## config.mk

```make
export PLATFORM = sky130hd
export DESIGN_NAME = bin2bcd_stream
export DESIGN_NICKNAME = d
export VERILOG_FILES = /design/src/rtl/bin2bcd_stream.sv
export SDC_FILE = /design/constraint.sdc
export NUM_CORES = 1
export LEC_CHECK = 0
export CAP_MARGIN = 20
export CORE_MARGIN = 4
export CORE_UTILIZATION = 35
export CTS_CLUSTER_DIAMETER = 80
export DETAILED_ROUTE_END_ITERATION = 7
export GPL_TIMING_DRIVEN = 0
export MAX_ROUTING_LAYER = met4
export PLACE_DENSITY_LB_ADDON = 0.3
export SKIP_LAST_GASP = 1
export SLEW_MARGIN = 20
export SYNTH_ARGS = -nofsm -noshare
export SYNTH_HDL_FRONTEND = slang
export SYNTH_SLANG_ARGS = --single-unit
```

## constraint.sdc

```tcl
create_clock -name CLK -period 4.11 [get_ports CLK]
set_input_delay 0.6165 -clock CLK [delete_from_list [all_inputs] [get_ports CLK]]
set_output_delay 0.6165 -clock CLK [all_outputs]
set_load 0.1 [all_outputs]
```

## src/rtl/bin2bcd_stream.sv

```systemverilog
// Streaming binary-to-BCD converter (double dabble, one bit per clock) with
// valid/ready on both sides, optional signed input, overflow and leading-zero mask.
module bin2bcd_stream #(
  parameter int BIN_W      = 16,
  parameter int BCD_DIGITS = 5,
  parameter int SIGNED     = 0,
  parameter int SATURATE   = 1
) (
  input  logic                    CLK,
  input  logic                    RST_n,
  input  logic                    I_VALID,
  output logic                    O_READY,
  input  logic [BIN_W-1:0]        I_BIN,
  output logic                    O_VALID,
  input  logic                    I_READY,
  output logic [4*BCD_DIGITS-1:0] O_BCD,
  output logic                    O_NEG,
  output logic                    O_OVF,
  output logic [BCD_DIGITS-1:0]   O_BLANK,
  output logic                    O_BUSY
);

  localparam int BCD_W = 4 * BCD_DIGITS;
  localparam int CNT_W = $clog2(BIN_W + 1);

  typedef enum logic [1:0] {
    IDLE  = 2'd0,
    SHIFT = 2'd1,
    FIN   = 2'd2,
    DONE  = 2'd3
  } state_t;

  state_t           state;
  logic [BIN_W-1:0] bin_sr;
  logic [BCD_W-1:0] bcd_sr;
  logic [CNT_W-1:0] cnt;
  logic             ovf_sticky;
  logic             neg_r;

  logic             in_neg;
  logic [BIN_W-1:0] in_mag;
  logic [BCD_W-1:0] bcd_adj;
  logic [BCD_W-1:0] all_nines;
  logic [BCD_W-1:0] fin_bcd;
  logic [BCD_DIGITS-1:0] fin_blank;
  logic             all_zero;

  // The most negative input still has a representable unsigned magnitude.
  always_comb begin
    in_neg = (SIGNED != 0) && I_BIN[BIN_W-1];
    in_mag = in_neg ? (~I_BIN + {{(BIN_W-1){1'b0}}, 1'b1}) : I_BIN;
  end

  always_comb begin
    bcd_adj   = bcd_sr;
    all_nines = '0;
    for (int k = 0; k < BCD_DIGITS; k++) begin
      if (bcd_sr[4*k +: 4] >= 4'd5)
        bcd_adj[4*k +: 4] = bcd_sr[4*k +: 4] + 4'd3;
      all_nines[4*k +: 4] = 4'd9;
    end
  end

  // Saturated results contain no zero digits, so blanking falls out as all-zero.
  always_comb begin
    fin_bcd   = ((SATURATE != 0) && ovf_sticky) ? all_nines : bcd_sr;
    fin_blank = '0;
    all_zero  = 1'b1;
    for (int k = BCD_DIGITS - 1; k >= 1; k--) begin
      all_zero     = all_zero && (fin_bcd[4*k +: 4] == 4'd0);
      fin_blank[k] = all_zero;
    end
  end

  assign O_READY = (state == IDLE);

  always_ff @(posedge CLK or negedge RST_n) begin
    if (!RST_n) begin
      state      <= IDLE;
      bin_sr     <= '0;
      bcd_sr     <= '0;
      cnt        <= '0;
      ovf_sticky <= 1'b0;
      neg_r      <= 1'b0;
      O_VALID    <= 1'b0;
      O_BUSY     <= 1'b0;
      O_BCD      <= '0;
      O_NEG      <= 1'b0;
      O_OVF      <= 1'b0;
      O_BLANK    <= '0;
    end else begin
      case (state)
        IDLE: begin
          if (I_VALID) begin
            bin_sr     <= in_mag;
            bcd_sr     <= '0;
            ovf_sticky <= 1'b0;
            neg_r      <= in_neg;
            cnt        <= CNT_W'(BIN_W);
            O_BUSY     <= 1'b1;
            state      <= SHIFT;
          end
        end
        SHIFT: begin
          // Any carry out of the top digit is a multiple of 10^BCD_DIGITS lost.
          {bcd_sr, bin_sr} <= {bcd_adj[BCD_W-2:0], bin_sr, 1'b0};
          ovf_sticky       <= ovf_sticky | bcd_adj[BCD_W-1];
          cnt              <= cnt - 1'b1;
          if (cnt == CNT_W'(1))
            state <= FIN;
        end
        FIN: begin
          O_BCD   <= fin_bcd;
          O_OVF   <= ovf_sticky;
          O_NEG   <= neg_r;
          O_BLANK <= fin_blank;
          O_VALID <= 1'b1;
          state   <= DONE;
        end
        DONE: begin
          if (I_READY) begin
            O_VALID <= 1'b0;
            O_BUSY  <= 1'b0;
            state   <= IDLE;
          end
        end
        default: state <= IDLE;
      endcase
    end
  end

endmodule

```

==> Yosys cells after proc, flatten, opt, wreduce, memory -nomap -nowiden <==
Index checks and enable logic that the tools add are counted.
{ "totals": {"ff_bits": 71, "out_inout_bits": 30, "elab_cells": 66} }
{ "classes": {"n_addsub": 6, "n_lt_le_gt_ge": 5, "eq_ne": 7, "n_mux": 22, "bitwise": 1, "n_reduce_logical": 15} }
{ "op_table": {"columns": ["cell", "n"], "rows": [
  ["two-way mux 20 bit", 2],
  ["one-hot mux 20 bit (2 select lines)", 1],
  ["one-hot mux 16 bit (2 select lines)", 1],
  ["adder 4 x 2 -> 4 bit (second input constant)", 5],
  ["greater-or-equal comparator 4 x 3 -> 1 bit (second input constant)", 5],
  ["two-way mux 4 bit", 5],
  ["logical NOT 4 bit", 4],
  ["two-way mux 16 bit", 1],
  ["one-hot mux 5 bit (2 select lines)", 1],
  ["one-hot mux 2 bit (4 select lines)", 1],
  ["two-way mux 2 bit", 3],
  ["!= test 2 bit (second input constant)", 3],
  ["one-hot mux 1 bit (2 select lines)", 3],
  ["AND reduction 3 bit", 2],
  ["nonzero test 2 bit", 3],
  ["equality test 5 x 1 -> 1 bit (second input constant)", 1],
  ["two-way mux 5 bit", 1],
  ["subtractor 5 x 1 -> 5 bit (second input constant)", 1],
  ["equality test 2 bit (second input constant)", 2],
  ["AND reduction 2 bit", 2],
  ["logical AND 1 bit", 3],
  ["two-way mux 1 bit", 3],
  ["equality test 2 x 1 -> 1 bit (second input constant)", 1],
  ["logical NOT 2 bit", 1],
  ["bitwise OR 1 bit", 1]
]} }

==> Depth between registers and ports, before layout <==
{ "logic_depth": {"word_depth": 5, "mapped_depth": 8, "mapped_depth_nobuf": 6} }

==> Least setup slack after synthesis <==
No wires, ideal clock.
{ "synth_timing": {"kind": "reg-to-reg", "startpoint": "register state[0]", "endpoint": "register bcd_sr[11]", "setup_ps": 122, "t_arrival_ps": 2439, "slack_ps": 1549, "path_stages_with_launch": 9, "synth_period_minus_slack_ps": 2561, "cell_sequence": "dfrtp_1 > inv_1 > ha_1 > buf_2 > or2b_4 > nand2_1 > buf_4 > o31ai_1 > a32o_1"} }
{ "synth_via": {"elab_chain_len": 3, "word_cells_on_any_way": 6} }
{ "synth_rtl": {"columns": ["item", "line", "source"], "rows": [
  ["start, declared", "33", "state_t state;"],
  ["start signal, assigned", "79", "state <= IDLE;"],
  ["start signal, assigned", "101", "state <= SHIFT;"],
  ["start signal, assigned", "110", "state <= FIN;"],
  ["logical NOT 2 bit *", null, null],
  ["net O_READY", "12", "output logic O_READY,"],
  ["!= test 2 bit (no line) / nonzero test 2 bit (equally long branches)", null, null],
  ["AND reduction 2 bit (no line)", null, null],
  ["end signal, assigned", "106", "{bcd_sr, bin_sr} <= {bcd_adj[BCD_W-2:0], bin_sr, 1'b0};"],
  ["end, declared", "35", "logic [BCD_W-1:0] bcd_sr;"]
]} }
Mark *: on every way through the listed nets, which the timed path passes. The rest lies on a longest branch.
A chain may end at the register's enable or synchronous reset.

==> Final worst setup path <==
{ "layout_timing": {"startpoint": "register state[0]", "endpoint": "output O_READY"} }
{ "layout_via": {"elab_chain_len": 1} }
{ "layout_rtl": {"columns": ["item", "line", "source"], "rows": [
  ["logical NOT 2 bit", "75", "assign O_READY = (state == IDLE);"],
  ["end, declared", "12", null]
]} }
No other way between the ends.

==> flow_summary.json <==
{
  "ys_seq_area_frac": 0.519,
  "viasPerCell": 4.99,
  "grt_pass1_vias": 2624,
  "yosys_register_bits": 71,
  "ant_nets": 0,
  "vias": 2608,
  "die_w_um": 107,
  "fin_nets": 425,
  "layout_common_cells": "dfrtp_1, clkdlybuf4s50_1, o21ai_0",
  "wl_per_cell_um": 14.5,
  "cts_buffers": 9,
  "yosysWarnings": 0,
  "cts_tree": "built",
  "post_cts_buffers": 0,
  "rsz0062_at_grt": "no",
  "hp-class": "in -> async",
  "root_buffer": "clkbuf_8",
  "path_max_fanout": 3,
  "die_area_um2": 11400,
  "wl_um": 7580,
  "ios": 50,
  "core_um2": 9370,
  "grt_antenna_before_repair": 0,
  "setup_viol": 0,
  "drtIter0Drc": 137,
  "ys_types": 40,
  "syn-instance-count": 329,
  "htreeDepth": 3,
  "placed_cell_area_um2": 4090,
  "grt-ovfl-total": 0,
  "hold_viol_final": 0,
  "grt_first_pass_wirelength_um": 12900,
  "layout_commonest_cell": "dfrtp_1",
  "crit_path_end_kind": "output pin",
  "grt_max_degree": 45,
  "clock-skew-final_ns": 0.00478,
  "place.port_buffers": 47,
  "cts_sinks": 71,
  "fin_ws_ns": 1.31,
  "dp.cells": 507,
  "report.final.slew_viol_count": 0,
  "syn_area_um2": 3420,
  "place_ws_ns": 1.66,
  "n_antenna_cell": 0,
  "startpoint_type": "register",
  "dp_hpwl_um": 5420,
  "drc": 0,
  "clkLatencyLatePin_ns": 0.35,
  "max_freq_ghz": 0.357,
  "async_flop_share": 1.00,
  "synth_flop_cell": "dfrtp_1",
  "max_slew_margin": 0.350,
  "cts.repair.resized": 0,
  "synth_edf_count": 0,
  "crit_arrival_ns": 2.19,
  "min_period_over_period": 0.682,
  "place_congestion": 0.772,
  "drive_gt1_frac": 0.0888,
  "rows": 35,
  "worstMarginPinSlew_ns": 0.972,
  "layoutNonFillerInstCount": 523,
  "area_growth_pct": 26.5,
  "cap_violations": 0,
  "cp.required_ns": 3.49,
  "clockBufferDepth": 2,
  "cts_hold_buffers": 0,
  "initial_utilization": 0.365,
  "grt_usage": 0.145,
  "design_area_um2": 4330,
  "die_h_um": 107,
  "firstDrtPassIters": 4,
  "fin_crit_ns": 2.80,
  "crit_type": "reg -> out",
  "final_util": 0.462,
  "postSynthAreaPerCell_um2": 10.4,
  "status": "complete, no violations",
  "clk_pin_slew_ns": 0.08
}
==> routing by layer <==
metal / track usage / wire length, um / vias to the layer above
li1: - / - / 1275
met1: 0.188 / 3620 / 1242
met2: 0.227 / 3460 / 77
met3: 0.0427 / 431 / 14
met4: 0.0311 / 75 / 0
met5: - / 0 / -
==> critical path, cell delays in order (launching register included) <==
cell and delay [ns]:
dfrtp_1 0.41, inv_1 0.12, ha_1 0.18, clkdlybuf4s50_1 1.13
==> sequential cells by signal (all words and copies together), names as in the netlist <==
register    flops
O_BCD          20
O_BLANK         4
O_BUSY          1
O_OVF           1
O_VALID         1
bcd_sr         20
bin_sr         16
cnt             5
ovf_sticky      1
state           2
==> cell usage after synthesis (2+ instances only) <==
| cell type | count | area (um^2) |
|---|---|---|
| a21oi_1 | 21 | 105 |
| a22o_1 | 7 | 61.3 |
| a32o_1 | 5 | 50.1 |
| buf_1 | 3 | 11.3 |
| buf_2 | 3 | 15.0 |
| buf_4 | 3 | 22.5 |
| clkbuf_1 | 9 | 33.8 |
| dfrtp_1 | 71 | 1780 |
| ha_1 | 16 | 200 |
| inv_1 | 23 | 86.3 |
| mux2_2 | 4 | 45.0 |
| mux2i_1 | 16 | 160 |
| nand2_1 | 23 | 86.3 |
| nand2b_1 | 6 | 37.5 |
| nand3_1 | 2 | 10.0 |
| nand3b_1 | 5 | 37.5 |
| nor2_1 | 24 | 90.1 |
| nor3_1 | 2 | 10.0 |
| nor4_1 | 3 | 18.8 |
| o21ai_0 | 27 | 135 |
| o22ai_1 | 15 | 93.8 |
| o31ai_1 | 10 | 75.1 |
| o32ai_1 | 4 | 35.0 |
| xnor2_1 | 6 | 52.6 |
| xor2_1 | 6 | 52.6 |
==> kinds of logic (layout without fill, tap and decap cells) <==
group / Yosys count / after routing / synth area share
AND/OR/NAND/NOR: 74 / 74 / 0.106
AO/OA/AOI/OAI: 93 / 93 / 0.172
adder cells (fa/ha/maj): 16 / 16 / 0.0585
buffers and inverters: 41 / 105 / 0.0493
flip-flops: 71 / 71 / 0.519
XOR/XNOR: 12 / 12 / 0.0307
multiplexers: 21 / 21 / 0.0643
other: 1 / 2 / 0.00110
==> layout make-up <==
type / instances / area (um^2)
repair buffers: 48 / 495
clock buffers: 10 / 138
inverters: 23 / 86.3
plain buffers: 18 / 82.6
multi-input cells: 218 / 1480
fillers: 916 / 5040
flip-flops and latches: 71 / 1780
clock inverters: 6 / 108
well taps: 129 / 161
==> final timing paths <==
kind / cells after the start / to / start / slack, ns
worst max-delay path: 3 / O_READY / state[0] / 1.31
worst min-delay path: 1 / O_BCD[6] / RST_n / 0.18
worst max register to register: 6 / bin_sr[6] / state[0] / 1.92
worst min register to register: 2 / bin_sr[14] / bin_sr[14] / 0.49
max in group asynchronous: 2 / cnt[4] / RST_n / 3.39
min in group CLK: 2 / bin_sr[14] / bin_sr[14] / 0.49
==> stage by stage <==
| step | setup TNS, ns | hold WS [ns] |
|---|---|---|
| after floorplan | 0 | 0.321 |
| after global placement | -4.88 | 0.463 |
| after detailed placement | 0 | 0.471 |
| after CTS | 0 | 0.187 |
| after global routing | 0 | 0.196 |
| final | 0 | 0.183 |
Power is not shown: default switching activity piles up to over one toggle a cycle in this logic, so the estimate is an artifact.
